**src/rtl/cascade_pkg.sv**
```systemverilog
// Shared constants, feature-count table and state type for the Haar cascade sequencer.
package cascade_pkg;

  localparam int unsigned NUM_STAGES  = 22;
  localparam int unsigned TOTAL_FEATS = 2135;
  localparam int unsigned STAGE_W     = 5;
  localparam int unsigned FIDX_W      = 8;

  // Features per stage; the running sum of this table is the global feature address.
  localparam logic [FIDX_W-1:0] FEAT_COUNT [NUM_STAGES] = '{
    8'd3,   8'd16,  8'd21,  8'd39,  8'd33,  8'd44,  8'd50,  8'd51,
    8'd56,  8'd71,  8'd80,  8'd103, 8'd111, 8'd102, 8'd135, 8'd137,
    8'd140, 8'd160, 8'd177, 8'd182, 8'd211, 8'd213
  };

  typedef enum logic [2:0] {
    ST_IDLE,
    ST_ISSUE,
    ST_WAIT,
    ST_CHECK,
    ST_DONE
  } seq_state_e;

endpackage

```
**src/rtl/stage_feat_count.sv**
```systemverilog
// Combinational lookup of the number of features in a cascade stage.
module stage_feat_count
  import cascade_pkg::*;
(
  input  logic [STAGE_W-1:0] stage,
  output logic [FIDX_W-1:0]  feat_count_c
);

  always_comb begin
    feat_count_c = '0;
    for (int unsigned i = 0; i < NUM_STAGES; i++) begin
      if (stage == STAGE_W'(i)) feat_count_c = FEAT_COUNT[i];
    end
  end

endmodule

```
**src/rtl/cascade_sequencer.sv**
```systemverilog
// Walks one window through the Haar cascade: issues features, accumulates votes,
// checks each stage sum against its threshold and stops at the first rejection.
module cascade_sequencer #(
  parameter int unsigned VOTE_W     = 16,
  parameter int unsigned ACC_W      = 24,
  parameter int unsigned NUM_STAGES = 22,
  parameter int unsigned ADDR_W     = 12
) (
  input  logic                     Clk,
  input  logic                     Reset_n,
  input  logic                     start,
  input  logic                     abort,
  output logic                     busy,
  output logic                     feat_valid,
  input  logic                     feat_ready,
  output logic [ADDR_W-1:0]        feat_addr,
  output logic [4:0]               stage_idx,
  output logic [7:0]               feat_idx,
  input  logic                     vote_valid,
  input  logic signed [VOTE_W-1:0] vote,
  input  logic signed [ACC_W-1:0]  stage_thresh,
  output logic                     done,
  output logic                     face,
  output logic [4:0]               reject_stage
);

  import cascade_pkg::*;

  seq_state_e state, state_next;
  logic busy_d, feat_valid_d, done_d;
  logic signed [ACC_W-1:0] sum;
  logic [7:0] feat_count;
  logic last_feat, stage_pass, final_stage;

  stage_feat_count u_feat_count (
    .stage        (stage_idx),
    .feat_count_c (feat_count)
  );

  assign last_feat   = (feat_idx == (feat_count - 8'd1));
  assign stage_pass  = (sum >= stage_thresh);
  assign final_stage = (stage_idx == 5'(NUM_STAGES - 1));

  // State register; control outputs are registered copies of the next-state decode.
  always_ff @(posedge Clk or negedge Reset_n) begin
    if (!Reset_n) begin
      state      <= ST_IDLE;
      busy       <= 1'b0;
      feat_valid <= 1'b0;
      done       <= 1'b0;
    end else begin
      state      <= state_next;
      busy       <= busy_d;
      feat_valid <= feat_valid_d;
      done       <= done_d;
    end
  end

  always_comb begin
    state_next = state;
    case (state)
      ST_IDLE:  if (start) state_next = ST_ISSUE;
      ST_ISSUE: if (feat_ready) state_next = ST_WAIT;
      ST_WAIT:  if (vote_valid) state_next = last_feat ? ST_CHECK : ST_ISSUE;
      ST_CHECK: state_next = (stage_pass && !final_stage) ? ST_ISSUE : ST_DONE;
      ST_DONE:  state_next = ST_IDLE;
      default:  state_next = ST_IDLE;
    endcase
    if (abort && (state != ST_IDLE)) state_next = ST_IDLE;
  end

  always_comb begin
    busy_d       = (state_next == ST_ISSUE) || (state_next == ST_WAIT) ||
                   (state_next == ST_CHECK);
    feat_valid_d = (state_next == ST_ISSUE);
    done_d       = (state_next == ST_DONE);
  end

  // Datapath: counters, stage sum and held result; abort freezes everything.
  always_ff @(posedge Clk or negedge Reset_n) begin
    if (!Reset_n) begin
      stage_idx    <= '0;
      feat_idx     <= '0;
      feat_addr    <= '0;
      sum          <= '0;
      face         <= 1'b0;
      reject_stage <= '0;
    end else if (!abort || (state == ST_IDLE)) begin
      case (state)
        ST_IDLE: begin
          if (start) begin
            stage_idx <= '0;
            feat_idx  <= '0;
            feat_addr <= '0;
            sum       <= '0;
          end
        end
        ST_WAIT: begin
          if (vote_valid) begin
            sum <= sum + ACC_W'(vote);
            if (!last_feat) begin
              feat_idx  <= feat_idx + 8'd1;
              feat_addr <= feat_addr + ADDR_W'(1);
            end
          end
        end
        ST_CHECK: begin
          if (!stage_pass) begin
            reject_stage <= stage_idx;
            face         <= 1'b0;
          end else if (final_stage) begin
            reject_stage <= 5'(NUM_STAGES);
            face         <= 1'b1;
          end else begin
            stage_idx <= stage_idx + 5'd1;
            feat_idx  <= '0;
            feat_addr <= feat_addr + ADDR_W'(1);
            sum       <= '0;
          end
        end
        default: ;
      endcase
    end
  end

endmodule

```
**config.mk**
```make
export PLATFORM = sky130hd
export DESIGN_NAME = cascade_sequencer
export DESIGN_NICKNAME = d
export VERILOG_FILES = /design/src/rtl/cascade_pkg.sv /design/src/rtl/stage_feat_count.sv /design/src/rtl/cascade_sequencer.sv
export SDC_FILE = /design/constraint.sdc
export NUM_CORES = 1
export LEC_CHECK = 0
export CAP_MARGIN = 15
export CORE_MARGIN = 2
export CORE_UTILIZATION = 40
export DETAILED_ROUTE_END_ITERATION = 7
export GPL_ROUTABILITY_DRIVEN = 0
export PLACE_DENSITY = 0.74
export SYNTH_ARGS = -nofsm -noshare
export SYNTH_HDL_FRONTEND = slang
export SYNTH_SLANG_ARGS = --single-unit
```
**constraint.sdc**
```tcl
create_clock -name Clk -period 9.46 [get_ports Clk]
set_clock_uncertainty 0.05 [all_clocks]
set_input_delay 1.419 -clock Clk [delete_from_list [all_inputs] [get_ports Clk]]
set_output_delay 1.419 -clock Clk [all_outputs]
set_load 0.05 [all_outputs]
```
==> impl_metrics.yaml <==
status:
  run_status: "finished clean"
detailed_routing:
  postRouteWirelength_um: 14430
  drtAntennaViolNets: 0
  first_pass_iters: 5
  dr_wl_met2_um: 6895
  drtIter0Drc: 372
  drc: 0
  detail_route.vias_per_cell: 5.907
  dr_wl_met3_um: 952
  vias: 5210
  highest-signal-layer: "met4"
  met1_length_um: 6233
  wl_per_cell_um: 16.35
placement:
  place_ws_ns: 4.205
  post-dp-hpwl_um: 10720
  placement.io_buffers: 79
  placed_area_mm2: 0.006282
logic_synthesis:
  synthDistinctLibCells: 80
  synth_nets: 739
  yosysMostFrequentCell: "dfrtp_1"
  synth_edf_count: 0
  top_cell_types_by_occurrence_after_synthesis: "dfrtp_1 (61), ha_1 (55), a21oi_1 (46), inv_1 (46), nand2_1 (46)"
  synthCells: 637
  synth_flop_cell: "dfrtp_1"
  ys_top_cells_by_area: "dfrtp_1 (28%), ha_1 (13%), a21oi_1 (4.3%), inv_1 (3.2%), nand2_1 (3.2%)"
  synth.avg_cell_area_um2: 8.462
  async_reset_ff_share_pct: 100.0
  ys_seq_area_share_pct: 28.32
  ys_ff_latch: 61
  yosys_warnings: 0
  synthesized_area_mm2: 0.005390
  synth_top_area_share_pct: 28.32
  post-synth-top-area-cell: "dfrtp_1"
pwr:
  switching_power_mw: 0.6873
  p_leak_nw: 3.005
  power.combinational.fraction_pct: 52.5
  swShare_pct: 44.65
  fin_total_pwr_mw: 1.539
  power.share.sequential_pct: 25.6
  power_per_standard_cell_area_mw_per_mm2: 233.9
  clock_power_share_pct: 21.9
  peak_supply_drop_uv: 97.94
  power.internal_mw: 0.8521
critical_path:
  crit_path_required_time_ns: 9.68
  critPathArrivalTime_ns: 5.16
  worst_r2r_startpoint: "stage_idx[0]$_DFFE_PN0P_"
  worst_path_largest_cell_delay_ns: 0.65
  setup.worst_path.start_class: "primary input"
  startpoint: "stage_thresh[15]"
  worstPathCellList: "clkdlybuf4s50_1 > inv_1 > ha_1 > a2111oi_0 > o21ai_0 > a21oi_1 > nor4b_1 > nor3_1 > nor3_1 > nand3b_1 > buf_4 > or4_1 > a21oi_1"
  worst-path-max-fanout: 27
  worstSetupPathType: "primary input to flip-flop"
  endpoint_class_of_the_critical_path: "flip-flop"
  crit_slowest_cell: "nand3b_1"
global_routing:
  gr-total-overflow: 0
  grt_pass1_vias: 4997
  grt_first_pass_wirelength_um: 23920
  initial_antenna_violation_count: 0
  groute.usage.overall_pct: 20.24
  grt_start_max_net_pins: 62
clock_tree:
  cts.sink_count: 61
  cts_max_path_buffers: 2
  h-tree-depth: 3
  cts_repair_resize_count: 0
  post_cts_hold_buffer_count: 0
  path_clk_slew_ns: 0.07
  tritoncts: "built"
  cts_root_buf: "clkbuf_16"
  post_cts.repair.setup_buffers: 0
  cts-buffers-inserted: 9
  clock_latency_ns: 0.34
timing:
  timing.fmax_mhz: 202.2
  final.min_clock_period_ns: 4.947
  grt_setup_unrepaired: "no"
  finalMaxSlewViolations: 0
  timing.final.setup_violations: 0
  hold_viol: 0
  finalSetupTns_ns: 0
  layout_setup_ws_ns: 4.513
  fin_crit_sh_pct: 52.29
  timing_worst_slew_pin_value_ns: 0.8789
  slew-limit-headroom_pct: 41.19
final_layout:
  layout_cells_sized_above_1_pct: 6.232
  fin_nets: 803
  fillerInstances: 1208
  synthToLayoutAreaGrowth_pct: 22.10
  stdcell_area_mm2: 0.006581
  num_antenna_cells: 0
floorplanning:
  top_level_ports: 80
  fp.dieArea_mm2: 0.01442
  die_height_um: 120.1
  chipWidth_um: 120.1
  core_region_area_mm2: 0.01319
  initial_core_utilization_pct: 40.87
  fp-row-count: 42
worst_hold_path:
  timing.hold.worst.start: "sum[23]$_DFFE_PN0P_"
  holdCritPathClass: "flip-flop to flip-flop"
flow_run:
  max_cap_viol_count: 0
==> power by group through the flow <==
stage                     clock network, mW  logic (mW)  registers [mW]
after global placement                    0       0.765           0.395
after global routing                  0.353       0.891           0.403
final                                 0.337       0.808           0.394
after detailed placement                  0       0.794           0.397
after CTS                             0.340       0.801           0.393
after floorplan                           0       0.531           0.455
==> sequential cells by signal, summed over array words and instances, names as in the netlist <==
register	count
feat_addr	12
sum	24
face	1
stage_idx	5
feat_idx	8
state	3
done	1
busy	1
feat_valid	1
reject_stage	5
==> placed cells by master, fill, tap and decap left out, types with 6 or more instances in the layout <==
cell type        instances
a21o_1                  16
a21oi_1                 46
a221oi_1                 6
a22o_1                   8
and2_1                   7
and3_1                  12
clkbuf_16                9
clkdlybuf4s50_1         78
dfrtp_1                 61
ha_1                    55
inv_1                   46
nand2_1                 46
nand2b_1                13
nand3_1                 23
nand4_1                 11
nor2_1                  36
nor3_1                  16
o211ai_1                 6
o21a_1                  11
o21ai_0                 24
o22ai_1                  6
o31ai_1                 20
o41ai_1                  7
or3_1                   10
xnor2_1                 12
xor2_1                  12
==> critical path, delay by kind of cell <==
kind                     cells  cell delay [ns]
AND/OR/NAND/NOR              5             1.56
buffers and inverters        3             1.01
AO/OA/AOI/OAI                4             0.84
adder cells (fa/ha/maj)      1             0.33
==> stage by stage <==
| stage | utilization (%) | hold slack [ns] | cells |
|---|---|---|---|
| after global routing | 49.90 | 0.4726 | 882 |
| after floorplan | - | 0.4045 | 637 |
| final | 49.90 | 0.4419 | 882 |
| after CTS | 49.90 | 0.4411 | 882 |
| after global placement | 47.57 | 0.4270 | 865 |
| after detailed placement | 47.63 | 0.4252 | 866 |
==> final timing paths <==
kind	end	slack [ns]	cells past startpoint
setup / recovery	feat_addr[2]$_DFFE_PN0P_	4.51	13
hold / removal	sum[23]$_DFFE_PN0P_	0.44	1
setup reg to reg	feat_addr[0]$_DFFE_PN0P_	4.89	15
hold reg to reg	sum[23]$_DFFE_PN0P_	0.44	1
max in group asynchronous	done$_DFF_PN0_	7.61	2
min in group asynchronous	sum[16]$_DFFE_PN0P_	1.17	2
==> cell families (layout without fill, tap and decap cells) <==
kind of cell               count (synthesis)  in the layout  share of synthesized area [%]
adders and majority gates                 56             56                          13.14
muxes                                      7              7                          1.346
AOI/OAI and AO/OA                        189            189                          24.49
xor gates and xnor gates                  24             24                          3.900
and+or+nand+nor                          223            223                          22.87
DFF                                       61             61                          28.32
buffers and inverters                     77            146                          5.942
==> layout make-up <==
| class | instances | area [µm²] | share of cell area (%) |
|---|---|---|---|
| timing repair buffer | 83 | 815.8 | 12.40 |
| clock inverter | 7 | 73.82 | 1.122 |
| inverter | 47 | 176.4 | 2.681 |
| multi-input combinational | 499 | 3543 | 53.84 |
| sequential | 61 | 1526 | 23.19 |
| clock buffer | 9 | 225.2 | 3.422 |
| tap | 176 | 220.2 | 3.346 |
==> metal layers <==
layer  up-vias  global-route usage, %
met5         -                      0
met4         0                  6.618
met3        37                  4.087
met2       193                  33.42
met1      2486                  26.45
li1       2494                      -
Power figures use the tool's default switching activity.
